<file path="src/rtl/spi_adc_slave.sv">
// -----------------------------------------------------------------------------
// spi_adc_slave
//
// SPI responder that stands in for a 12-bit ADC at the far end of the spi_wr
// link. It receives an 8-bit command MSB-first on mosi_i and returns a DW-bit
// sample MSB-first on miso_o. All logic runs in the clk_i domain. The SPI
// inputs are oversampled through SYNC_STAGES flops, and the dclk edges are
// detected on the synchronized copy.
//
// Frame layout (dclk rising edges, cs low throughout):
//   1..8    command bits. Bit 7 is the start bit and bits 6:4 are the channel.
//   9       busy bit, miso low.
//   10..21  sample bits 11..0. Each bit is driven on the falling edge after
//           the previous rising edge.
//   22..24  tail, miso low. A done strobe follows edge 24.
//
// Ports
//   clk_i      system clock
//   rst_i      asynchronous reset, active low
//   dclk_i     SPI clock from the master, idle low
//   cs_i       chip select from the master, active low
//   mosi_i     command data from the master
//   sample_i   value returned in this frame, captured once the command
//              has been decoded
//   miso_o     serial data to the master. Held low whenever cs is high.
//   cmd_o      last command byte that carried a start bit
//   chan_o     channel field of cmd_o (bits 6:4)
//   cmd_vld_o  one-cycle strobe when a command with a start bit is decoded
//   busy_o     high while a frame is in progress
//   done_o     one-cycle strobe when a frame completes its 24th edge
//
// Build option
//   ADC_EMU_RAMP_EN  When defined, sample_i is ignored. The returned value is
//                    an internal ramp that starts at 0 and advances by
//                    chan_o+1 after every done_o, wrapping modulo 2**DW.
// -----------------------------------------------------------------------------
module spi_adc_slave #(
    parameter int SYNC_STAGES = 2,
    parameter int DW          = 12
) (
    input  logic          clk_i,
    input  logic          rst_i,
    input  logic          dclk_i,
    input  logic          cs_i,
    input  logic          mosi_i,
    input  logic [DW-1:0] sample_i,
    output logic          miso_o,
    output logic [7:0]    cmd_o,
    output logic [2:0]    chan_o,
    output logic          cmd_vld_o,
    output logic          busy_o,
    output logic          done_o
);

    localparam int IW = (DW > 1) ? $clog2(DW) : 1;

    localparam logic [2:0] ST_IDLE   = 3'd0;
    localparam logic [2:0] ST_CMD    = 3'd1;
    localparam logic [2:0] ST_CONV   = 3'd2;
    localparam logic [2:0] ST_DATA   = 3'd3;
    localparam logic [2:0] ST_TAIL   = 3'd4;
    localparam logic [2:0] ST_WAITCS = 3'd5;
    localparam logic [2:0] ST_SKIP   = 3'd6;

    localparam logic [4:0] CNT_CMD_LAST   = 5'd8;
    localparam logic [4:0] CNT_DATA_LAST  = 5'(8 + DW);
    localparam logic [4:0] CNT_TAIL_FIRST = 5'(9 + DW);
    localparam logic [4:0] CNT_FRAME_LAST = 5'd24;

    logic [SYNC_STAGES-1:0] dclk_sync_q, dclk_sync_d;
    logic [SYNC_STAGES-1:0] cs_sync_q,   cs_sync_d;
    logic [SYNC_STAGES-1:0] mosi_sync_q, mosi_sync_d;
    logic                   dclk_prev_q, dclk_prev_d;
    logic                   cs_prev_q,   cs_prev_d;

    logic [2:0]    state_q,   state_d;
    logic [4:0]    cnt_q,     cnt_d;
    logic [7:0]    cmd_sh_q,  cmd_sh_d;
    logic [7:0]    cmd_q,     cmd_d;
    logic [2:0]    chan_q,    chan_d;
    logic          cmd_vld_q, cmd_vld_d;
    logic [DW-1:0] sample_q,  sample_d;
    logic          miso_q,    miso_d;
    logic          busy_q,    busy_d;
    logic          done_q,    done_d;

    logic          dclk_s, cs_s, mosi_s;
    logic          rise_s, fall_s, cs_fall_s;
    logic [4:0]    cnt_inc_s;
    logic [7:0]    cmd_next_s;
    logic [IW-1:0] bit_idx_s;
    logic [DW-1:0] ret_val_s;

`ifdef ADC_EMU_RAMP_EN
    logic [DW-1:0] ramp_q, ramp_d;
    logic          unused_sample_s;

    assign unused_sample_s = ^sample_i;
    assign ret_val_s       = ramp_q;

    // Ramp source: advance by channel+1 once per completed frame.
    always_comb begin
        ramp_d = ramp_q;
        if (done_d) begin
            ramp_d = ramp_q + DW'(chan_q) + DW'(1'b1);
        end else begin
            ramp_d = ramp_q;
        end
    end

    // Ramp register.
    always_ff @(posedge clk_i or negedge rst_i) begin
        if (!rst_i) begin
            ramp_q <= {DW{1'b0}};
        end else begin
            ramp_q <= ramp_d;
        end
    end
`else
    assign ret_val_s = sample_i;
`endif

    // Input synchronizers and edge-detect history.
    always_comb begin
        dclk_sync_d = {dclk_sync_q[SYNC_STAGES-2:0], dclk_i};
        cs_sync_d   = {cs_sync_q[SYNC_STAGES-2:0],   cs_i};
        mosi_sync_d = {mosi_sync_q[SYNC_STAGES-2:0], mosi_i};
        dclk_prev_d = dclk_s;
        cs_prev_d   = cs_s;
    end

    assign dclk_s    = dclk_sync_q[SYNC_STAGES-1];
    assign cs_s      = cs_sync_q[SYNC_STAGES-1];
    assign mosi_s    = mosi_sync_q[SYNC_STAGES-1];
    assign rise_s    = dclk_s & ~dclk_prev_q;
    assign fall_s    = ~dclk_s & dclk_prev_q;
    assign cs_fall_s = ~cs_s & cs_prev_q;

    // The edge counter stops at 24, so extra edges cannot wrap it back into the data window.
    assign cnt_inc_s  = (cnt_q >= CNT_FRAME_LAST) ? cnt_q : (cnt_q + 5'd1);
    assign cmd_next_s = {cmd_sh_q[6:0], mosi_s};
    // After edge n (9..8+DW) the falling edge presents sample bit (8+DW)-n.
    assign bit_idx_s  = IW'(CNT_DATA_LAST - cnt_q);

    // Frame sequencer: command capture, sample latch and serial output.
    always_comb begin
        state_d   = state_q;
        cnt_d     = cnt_q;
        cmd_sh_d  = cmd_sh_q;
        cmd_d     = cmd_q;
        chan_d    = chan_q;
        sample_d  = sample_q;
        miso_d    = miso_q;
        cmd_vld_d = 1'b0;
        done_d    = 1'b0;

        // cs going high ends the frame in any state. It also forces miso low.
        if ((state_q != ST_IDLE) && cs_s) begin
            state_d = ST_IDLE;
            miso_d  = 1'b0;
        end else begin
            case (state_q)
                ST_IDLE: begin
                    miso_d = 1'b0;
                    // A dclk rise coincident with cs falling is deliberately dropped.
                    if (cs_fall_s) begin
                        state_d  = ST_CMD;
                        cnt_d    = 5'd0;
                        cmd_sh_d = 8'd0;
                    end else begin
                        state_d = ST_IDLE;
                    end
                end
                ST_CMD: begin
                    miso_d = 1'b0;
                    if (rise_s) begin
                        cnt_d    = cnt_inc_s;
                        cmd_sh_d = cmd_next_s;
                        if (cnt_inc_s == CNT_CMD_LAST) begin
                            if (cmd_next_s[7]) begin
                                state_d   = ST_CONV;
                                cmd_d     = cmd_next_s;
                                chan_d    = cmd_next_s[6:4];
                                cmd_vld_d = 1'b1;
                                sample_d  = ret_val_s;
                            end else begin
                                state_d = ST_SKIP;
                            end
                        end else begin
                            state_d = ST_CMD;
                        end
                    end else begin
                        state_d = ST_CMD;
                    end
                end
                ST_CONV: begin
                    miso_d = 1'b0;
                    if (rise_s) begin
                        cnt_d   = cnt_inc_s;
                        state_d = ST_DATA;
                    end else begin
                        state_d = ST_CONV;
                    end
                end
                ST_DATA: begin
                    if (rise_s) begin
                        cnt_d = cnt_inc_s;
                        if (cnt_inc_s == CNT_TAIL_FIRST) begin
                            state_d = ST_TAIL;
                        end else begin
                            state_d = ST_DATA;
                        end
                    end else if (fall_s) begin
                        miso_d = sample_q[bit_idx_s];
                    end else begin
                        miso_d = miso_q;
                    end
                end
                ST_TAIL: begin
                    // The last data bit stays on the line until the falling edge after its capture.
                    if (rise_s) begin
                        cnt_d = cnt_inc_s;
                        if (cnt_inc_s == CNT_FRAME_LAST) begin
                            state_d = ST_WAITCS;
                            done_d  = 1'b1;
                        end else begin
                            state_d = ST_TAIL;
                        end
                    end else if (fall_s) begin
                        miso_d = 1'b0;
                    end else begin
                        miso_d = miso_q;
                    end
                end
                ST_WAITCS, ST_SKIP: begin
                    miso_d = 1'b0;
                    if (rise_s) begin
                        cnt_d = cnt_inc_s;
                    end else begin
                        cnt_d = cnt_q;
                    end
                end
                default: begin
                    state_d = ST_IDLE;
                    miso_d  = 1'b0;
                end
            endcase
        end

        busy_d = (state_d != ST_IDLE);
    end

    // State and output registers.
    always_ff @(posedge clk_i or negedge rst_i) begin
        if (!rst_i) begin
            dclk_sync_q <= {SYNC_STAGES{1'b0}};
            cs_sync_q   <= {SYNC_STAGES{1'b1}};
            mosi_sync_q <= {SYNC_STAGES{1'b0}};
            dclk_prev_q <= 1'b0;
            cs_prev_q   <= 1'b1;
            state_q     <= ST_IDLE;
            cnt_q       <= 5'd0;
            cmd_sh_q    <= 8'd0;
            cmd_q       <= 8'd0;
            chan_q      <= 3'd0;
            cmd_vld_q   <= 1'b0;
            sample_q    <= {DW{1'b0}};
            miso_q      <= 1'b0;
            busy_q      <= 1'b0;
            done_q      <= 1'b0;
        end else begin
            dclk_sync_q <= dclk_sync_d;
            cs_sync_q   <= cs_sync_d;
            mosi_sync_q <= mosi_sync_d;
            dclk_prev_q <= dclk_prev_d;
            cs_prev_q   <= cs_prev_d;
            state_q     <= state_d;
            cnt_q       <= cnt_d;
            cmd_sh_q    <= cmd_sh_d;
            cmd_q       <= cmd_d;
            chan_q      <= chan_d;
            cmd_vld_q   <= cmd_vld_d;
            sample_q    <= sample_d;
            miso_q      <= miso_d;
            busy_q      <= busy_d;
            done_q      <= done_d;
        end
    end

    assign miso_o    = miso_q;
    assign cmd_o     = cmd_q;
    assign chan_o    = chan_q;
    assign cmd_vld_o = cmd_vld_q;
    assign busy_o    = busy_q;
    assign done_o    = done_q;

endmodule

</file>
<file path="config.mk">
export PLATFORM = sky130hd
export DESIGN_NAME = spi_adc_slave
export DESIGN_NICKNAME = d
export VERILOG_FILES = /design/src/rtl/spi_adc_slave.sv
export SDC_FILE = /design/constraint.sdc
export NUM_CORES = 1
export LEC_CHECK = 0
export ABC_AREA = 1
export BUFFER_PORTS_ARGS = -buffer_cell sky130_fd_sc_hd__buf_4
export CAP_MARGIN = 25
export CELL_PAD_IN_SITES_DETAIL_PLACEMENT = 0
export CELL_PAD_IN_SITES_GLOBAL_PLACEMENT = 1
export CORE_MARGIN = 2
export CORE_UTILIZATION = 42
export CTS_CLUSTER_SIZE = 16
export DETAILED_ROUTE_END_ITERATION = 10
export PLACE_DENSITY = 0.87
export SYNTH_ARGS = -nofsm -noshare
export SYNTH_HDL_FRONTEND = slang
export SYNTH_SLANG_ARGS = --single-unit
</file>
<file path="constraint.sdc">
create_clock -name clk_i -period 2.55 [get_ports clk_i]
set_input_delay 0.3825 -clock clk_i [delete_from_list [all_inputs] [get_ports clk_i]]
set_output_delay 0.3825 -clock clk_i [all_outputs]
set_load 0.02 [all_outputs]
</file>
==> implementation parameters, run 1 <==
Parameter                              Value

Drt
  Wire length on met2 ... 2010 um
  Remaining number of nets flagged by the antenna check after routing ... 0
  Initial DRC Count ... between 100 and 150
  DRC viols ... 0
  Drt wl/cell ... 11.9 um
  Met3 routed wirelength ... 131 um
  Highest metal layer used by the detailed router ... met4
  Vias ... 1,751
  Via count normalized by instance count ... 4.82
  Detailed-router iteration count before antenna repair ... 4
  DRT Wirelength ... 4330 um
  Sum of routed wire segments on met1 ... roughly 2100 um

Timing
  Final sum of negative setup slack ... 0 ns
  Final hold vios ... 0
  RSZ-0062 raised after global routing ... no
  FMAX ... roughly 0.46 GHz
  Setup Viol. Count Final ... 0
  Post-route clock skew ... 0.00822 ns
  Headroom to the max-slew limit ... 0.525
  Fin worst setup slack ... 0.383 ns
  Final Slew Violations ... 0
  Min Tclk post-route ... 2.17 ns
  Actual transition at the worst max-transition pin ... 0.711 ns
  Crit share post-route ... 0.850

CTS
  Longest Clk Path Bufs ... 2
  Register clock-pin slew on the reported worst setup and hold paths ... 0.09 ns
  Skew-Pair Late Insertion Delay ... 0.30 ns
  Number of hold-repair buffers added at the cts stage ... 0
  H-tree levels ... 2
  Total of cells resized after clock tree synthesis ... 0
  TritonCTS clock tree ... built
  Count of clock tree sinks ... 47
  Number of setup buffers added after CTS ... 0
  Cell at the root of the clock tree ... clkbuf_8
  Number of buffers created by CTS ... 5

Cells and area
  Final Non-Filler Cells ... 363
  Fraction of layout cells with a size suffix above 1 ... 0.229
  Final nets ... 311
  Number of fill cells in the layout ... 508
  Ant diodes ... 0
  Signed area change from the synthesized netlist to the final layout ... 16.1%
  Utilization after layout ... 0.510

Critical path
  Crit path capture type ... flop
  Crit path launch type ... flop
  Critical Path AT ... approximately 2.4 ns
  Number of buffer and inverter instances along the worst setup path ... 3
  Max stage delay on crit path ... 0.41 ns
  Critical path's slowest cell ... dfrtp_1
  Kind of critical path ... flop to flop
  Cells along the critical path ... inv_1 > ha_1 > inv_1 > nand2_1 > nand2_1 > nand2_1 > nor2_4 > and2_4 > nand4_4 > buf_4 > nand2_1 > o21ai_1
  WP data required ... 2.75 ns
  Critical Path Most Common Cell ... nand2_1
  Crit path max fanout ... 14
  Crit-path leading delay family ... simple AND/OR/NAND/NOR gates

Floorplanning
  Core Region ... just over 5000 um^2
  Initial core utilization ... 0.440
  Number of placement rows ... 26
  Chip Height ... 77.4 um
  Total Die Area ... 5980 um^2
  I/O pin total ... 32
  Horizontal die dimension ... 77.4 um

Logic synthesis
  Number of synthesized register bits ... 47
  Largest cells by area after synthesis ... dfrtp_1, nand2_1, nand3_1
  Post-synthesis instance area ... roughly 2300 um^2
  Biggest area consumer among synthesized cells ... dfrtp_1
  Avg Inst Size Synth ... 8.62 um^2
  Number of distinct library cells after synthesis ... 32
  Total nets after synthesis ... 281
  Synth Flop Type ... dfrtp_1
  Top-area cell type share of the netlist area ... 0.487
  Most used standard cells in the synthesized netlist ... nand2_1, dfrtp_1, inv_1
  Part of the Yosys area used for sequential elements ... 0.522
  Top-count cell post-synth ... nand2_1
  Cells after synthesis ... around 260
  Number of synthesized flops with an enable pin ... 0
  Post-synthesis async set-or-reset flop share ... 1.00
  Yosys warnings ... 0

Placed design
  Placement Setup Slack ... 0.388 ns
  GP Congestion ... 0.844
  Total placed cells including tap cells ... around 360
  Placed wire-length estimate ... 3120 um
  Quantity of I/O buffers inserted on ports ... 31

Global route
  Pin count of the biggest net entering global routing ... 48
  Vias in the first global route ... 1,721
  Number of antenna violations at the first check in global routing ... 0
  Global-route usage over all layers ... 0.162
  Gr ovfl total ... 0
  First-pass GRT wire length ... 7790 um

Run status
  Status ... finished clean

Job
  Max Cap Violations ... 0

Min path
  Type of the most critical hold path ... primary input to async pin

Power
  Total power per unit cell area ... about 740 nW/um^2
  Leakage power of the design ... 1.30 nW
  Maximum vdd drop ... 0.510 mV
-- cells by family after synthesis --
family	Yosys count	share of synthesized area
and+or+nand+nor	134	0.282
adders and majority gates	2	0.0111
DFF	47	0.522
xor gates and xnor gates	2	0.00775
buffers and inverters	42	0.0925
AOI/OAI and AO/OA	35	0.0847
-- stage by stage --
| stage | hold WS [ns] | total power, mW | area (um^2) |
|---|---|---|---|
| 5_1_grt | 0.116 | 2.08 | 2620 |
| 6_report | 0.0753 | 1.94 | 2620 |
| 4_1_cts | 0.0893 | 1.96 | 2620 |
| 2_1_floorplan | 0.0869 | 1.26 | 2260 |
| 3_3_place_gp | 0.334 | 1.39 | 2510 |
| 3_5_place_dp | 0.340 | 1.39 | 2510 |
-- report_power, final --
group	switching (mW)	leakage, nW	internal, mW
clock	0.263	0.0548	0.295
combinational	0.353	0.676	0.180
sequential	0.0456	0.566	0.803
total	0.662	1.30	1.28
-- flip-flops by register name, indices dropped and copies added, names as in the netlist, 2 cells and up --
name and flops:
sample_q 12, cmd_o 8, dclk_sync_q 2, cnt_q 5
mosi_sync_q 2, cmd_sh_q 7, cs_sync_q 2, state_q 3
-- final timing paths --
| kind | depth (start not counted) | endpoint | from | slack (ns) |
|---|---|---|---|---|
| max | 12 | cmd_o[1] | cnt_q[1] | 0.38 |
| min | 1 | cmd_vld_o | rst_i | 0.08 |
| max reg2reg | 12 | cmd_o[1] | cnt_q[1] | 0.38 |
| min reg2reg | 0 | mosi_sync_q[1] | mosi_sync_q[0] | 0.36 |
| max in group asynchronous | 1 | cmd_o[2] | rst_i | 2.10 |
| min in group clk_i | 1 | mosi_sync_q[0] | mosi_i | 0.18 |
-- layer usage --
metal	track usage	up-vias
li1	-	898
met1	0.224	816
met2	0.254	29
met3	0.0349	8
met4	0.0571	0
met5	0	-
-- final cells by class --
type                    count  area (um^2)  share of cell area
clock buffers               5         68.8              0.0262
multi-input cells         173          871               0.332
inverters                  32          123              0.0467
well taps                  70         87.6              0.0334
repair buffers             33          248              0.0944
flip-flops and latches     47         1180               0.450
clock inverters             3         46.3              0.0176
-- placed cells by master (no fill, tap or decap), types with 2 or more instances in the layout --
cell,synthesis,layout
nand2_1,66,66
a21oi_1,5,5
nand4_1,6,6
o21ai_1,6,6
buf_4,6,33
inv_1,30,30
nand3_1,28,28
o21ai_0,20,20
nor2_1,12,12
clkbuf_8,0,5
dfstp_2,3,3
nor3_1,2,2
dfrtp_1,44,44
nand2_2,13,13
ha_1,2,2
(Power assumes the default switching activity.)
==> inputs of run 2 (changes only) <==
clock period = 2 ns   (was 2.55 ns; I/O delays follow)
==> run 2 against run 1 <==
The run now ends with negative hold slack left. Worst hold slack got worse by 0.084 ns. Sequential cell count did not move. Non-clock buffer count rose by 8. Cell area rose by 3.1%. Clock power rose by 25%. Routed wire length fell by 2.8%. Clock skew fell by 0.00054 ns. Worst setup slack got worse by 0.23 ns. Critical path depth did not move. Final cell count rose by 2.2%.
==> implementation parameters, run 2 (synthesis results as in run 1) <==
Parameter                              Value

Run status
  Status ... finished, violations left
  Failing checks ... negative hold slack

Drt
  Initial DRC Count ... 124 (-15%)
  Drt wl/cell ... 11.3 um (-4.9%)
  DRT Wirelength ... 4210 um (-2.8%)
  Detailed-router iteration count before antenna repair ... 4 (unchanged)
  DRC viols ... 0 (unchanged)
  Remaining number of nets flagged by the antenna check after routing ... 0 (unchanged)
  Via count normalized by instance count ... 4.73 (-2.0%)
  Vias ... 1,753 (+0.11%)

Power
  Total power per unit cell area ... 944 nW/um^2 (+28%)
  Leakage power of the design ... 1.34 nW (+3.2%)
  Maximum vdd drop ... 0.554 mV (+8.6%)

Placed design
  Quantity of I/O buffers inserted on ports ... 31 (unchanged)
  GP Congestion ... 0.823 (-2.5%)
  Placed wire-length estimate ... 3110 um (-0.16%)
  Placement Setup Slack ... 0.0815 ns (-0.306 ns)

CTS
  Cell at the root of the clock tree ... clkbuf_8
  Register clock-pin slew on the reported worst setup and hold paths ... 0.09 ns (about the same)
  H-tree levels ... 2 (unchanged)
  TritonCTS clock tree ... built
  Skew-Pair Late Insertion Delay ... 0.30 ns (about the same)
  Count of clock tree sinks ... 47 (unchanged)
  Number of hold-repair buffers added at the cts stage ... 0 (unchanged)
  Number of buffers created by CTS ... 5 (unchanged)
  Longest Clk Path Bufs ... 2 (unchanged)

Timing
  Final hold vios ... 29 (+29)
  Actual transition at the worst max-transition pin ... 0.722 ns (+0.0114 ns)
  Final Slew Violations ... 0 (unchanged)
  Final sum of negative setup slack ... 0 ns (unchanged)
  Headroom to the max-slew limit ... 0.518 (-0.00763)
  Setup Viol. Count Final ... 0 (unchanged)
  Crit share post-route ... 0.924 (+0.0741)
  Fin worst setup slack ... 0.152 ns (-0.231 ns)
  Min Tclk post-route ... 1.85 ns (-0.319 ns)
  Minimum hold slack ... -0.00895 ns (-0.0842 ns)
  FMAX ... 0.541 GHz (+17%)
  Post-route clock skew ... 0.00768 ns (-0.000543 ns)

Critical path
  Crit path launch type ... flop
  Crit path max fanout ... 14 (unchanged)
  Crit path capture type ... flop
  Kind of critical path ... flop to flop
  Worst setup path startpoint ... cnt_q[1]
  WP data required ... 2.19 ns (-0.56 ns)
  Critical Path AT ... 2.04 ns (-0.32 ns)
  Worst flop-to-flop path startpoint ... cnt_q[1]

Floorplanning
  Initial core utilization ... 0.440 (unchanged)
  Horizontal die dimension ... 77.4 um (unchanged)
  Total Die Area ... 5980 um^2 (unchanged)
  I/O pin total ... 32 (unchanged)
  Core Region ... 5140 um^2 (unchanged)
  Number of placement rows ... 26 (unchanged)
  Chip Height ... 77.4 um (unchanged)

Global route
  Global-route usage over all layers ... 0.156 (-0.00605)
  Pin count of the biggest net entering global routing ... 48 (unchanged)
  Vias in the first global route ... 1,672 (-2.8%)
  Gr ovfl total ... 0 (unchanged)
  First-pass GRT wire length ... 7490 um (-3.9%)
  Number of antenna violations at the first check in global routing ... 0 (unchanged)

Cells and area
  Most common cell after layout, fill and taps aside ... nand2_1
  Number of flip-flops under the largest register name ... 12 (unchanged)
  Largest register by flop count ... sample_q
  Signed area change from the synthesized netlist to the final layout ... 19.7%
  Fraction of layout cells with a size suffix above 1 ... 0.259 (+0.0305)
  Ant diodes ... 0 (unchanged)
  Most used cells in the layout excluding fill and tap cells ... nand2_1, dfrtp_1, buf_4
  Final nets ... 319 (+2.6%)
  Utilization after layout ... 0.526 (+0.0156)

Job
  Max Cap Violations ... 0 (unchanged)

Min path
  Type of the most critical hold path ... primary input to async pin
-- run 2: path summary, 6_finish.rpt --
check / to / slack [ns] / cells after the start
worst min register to register: dclk_sync_q[1] / 0.36 / 0
worst max register to register: sample_q[2] / 0.15 / 12
worst max-delay path: sample_q[2] / 0.15 / 12
worst min-delay path: sample_q[11] / -0.009 / 1
min in group clk_i: cs_sync_q[0] / 0.10 / 1
max in group asynchronous: cnt_q[3] / 1.63 / 1
-- run 2: critical path, cell delays in order (launching register included) --
cell,delay (ns)
dfrtp_1,0.40
inv_2,0.07
ha_1,0.30
inv_1,0.07
nand2_1,0.06
nand2_1,0.07
nand2_1,0.08
nor2_4,0.10
and2_4,0.17
nand4_4,0.12
buf_6,0.19
nand2_1,0.07
nand2_1,0.05
-- run 2: power by group --
part	total [mW]	internal (mW)	switching [mW]
sequential	1.08	1.02	0.0575
clock	0.701	0.377	0.325
combinational	0.770	0.302	0.469
-- run 2: layout make-up --
| type | count | area, um^2 |
|---|---|---|
| multi-input cells | 173 | 881 |
| flip-flops and latches | 47 | 1180 |
| well taps | 70 | 87.6 |
| fillers | 525 | 2440 |
| clock buffers | 5 | 68.8 |
| clock inverters | 3 | 46.3 |
| repair buffers | 41 | 315 |
| inverters | 32 | 125 |
-- run 2: through the flow --
step	std cells	area, um^2	total power [mW]
6_report	371	2700	2.55
5_1_grt	371	2700	2.73
4_1_cts	370	2680	2.57
3_5_place_dp	362	2560	1.86
3_3_place_gp	362	2560	1.85
2_1_floorplan	262	2260	1.60
-- run 2: what timing repair did --
| action | 4_1_cts | 5_1_grt |
|---|---|---|
| buffers inserted | 0 | 1 |
| setup endpoints to repair | 0 | 22 |
| resized for setup | 0 | 8 |
-- run 2: routing by layer --
layer | vias to the layer above | global-route usage | share of wire
li1 | 917 | - | -
met1 | 789 | 0.225 | 0.50
met2 | 43 | 0.230 | 0.45
met3 | 4 | 0.0360 | 0.045
met4 | 0 | 0.0589 | 0.013
met5 | - | 0 | 0
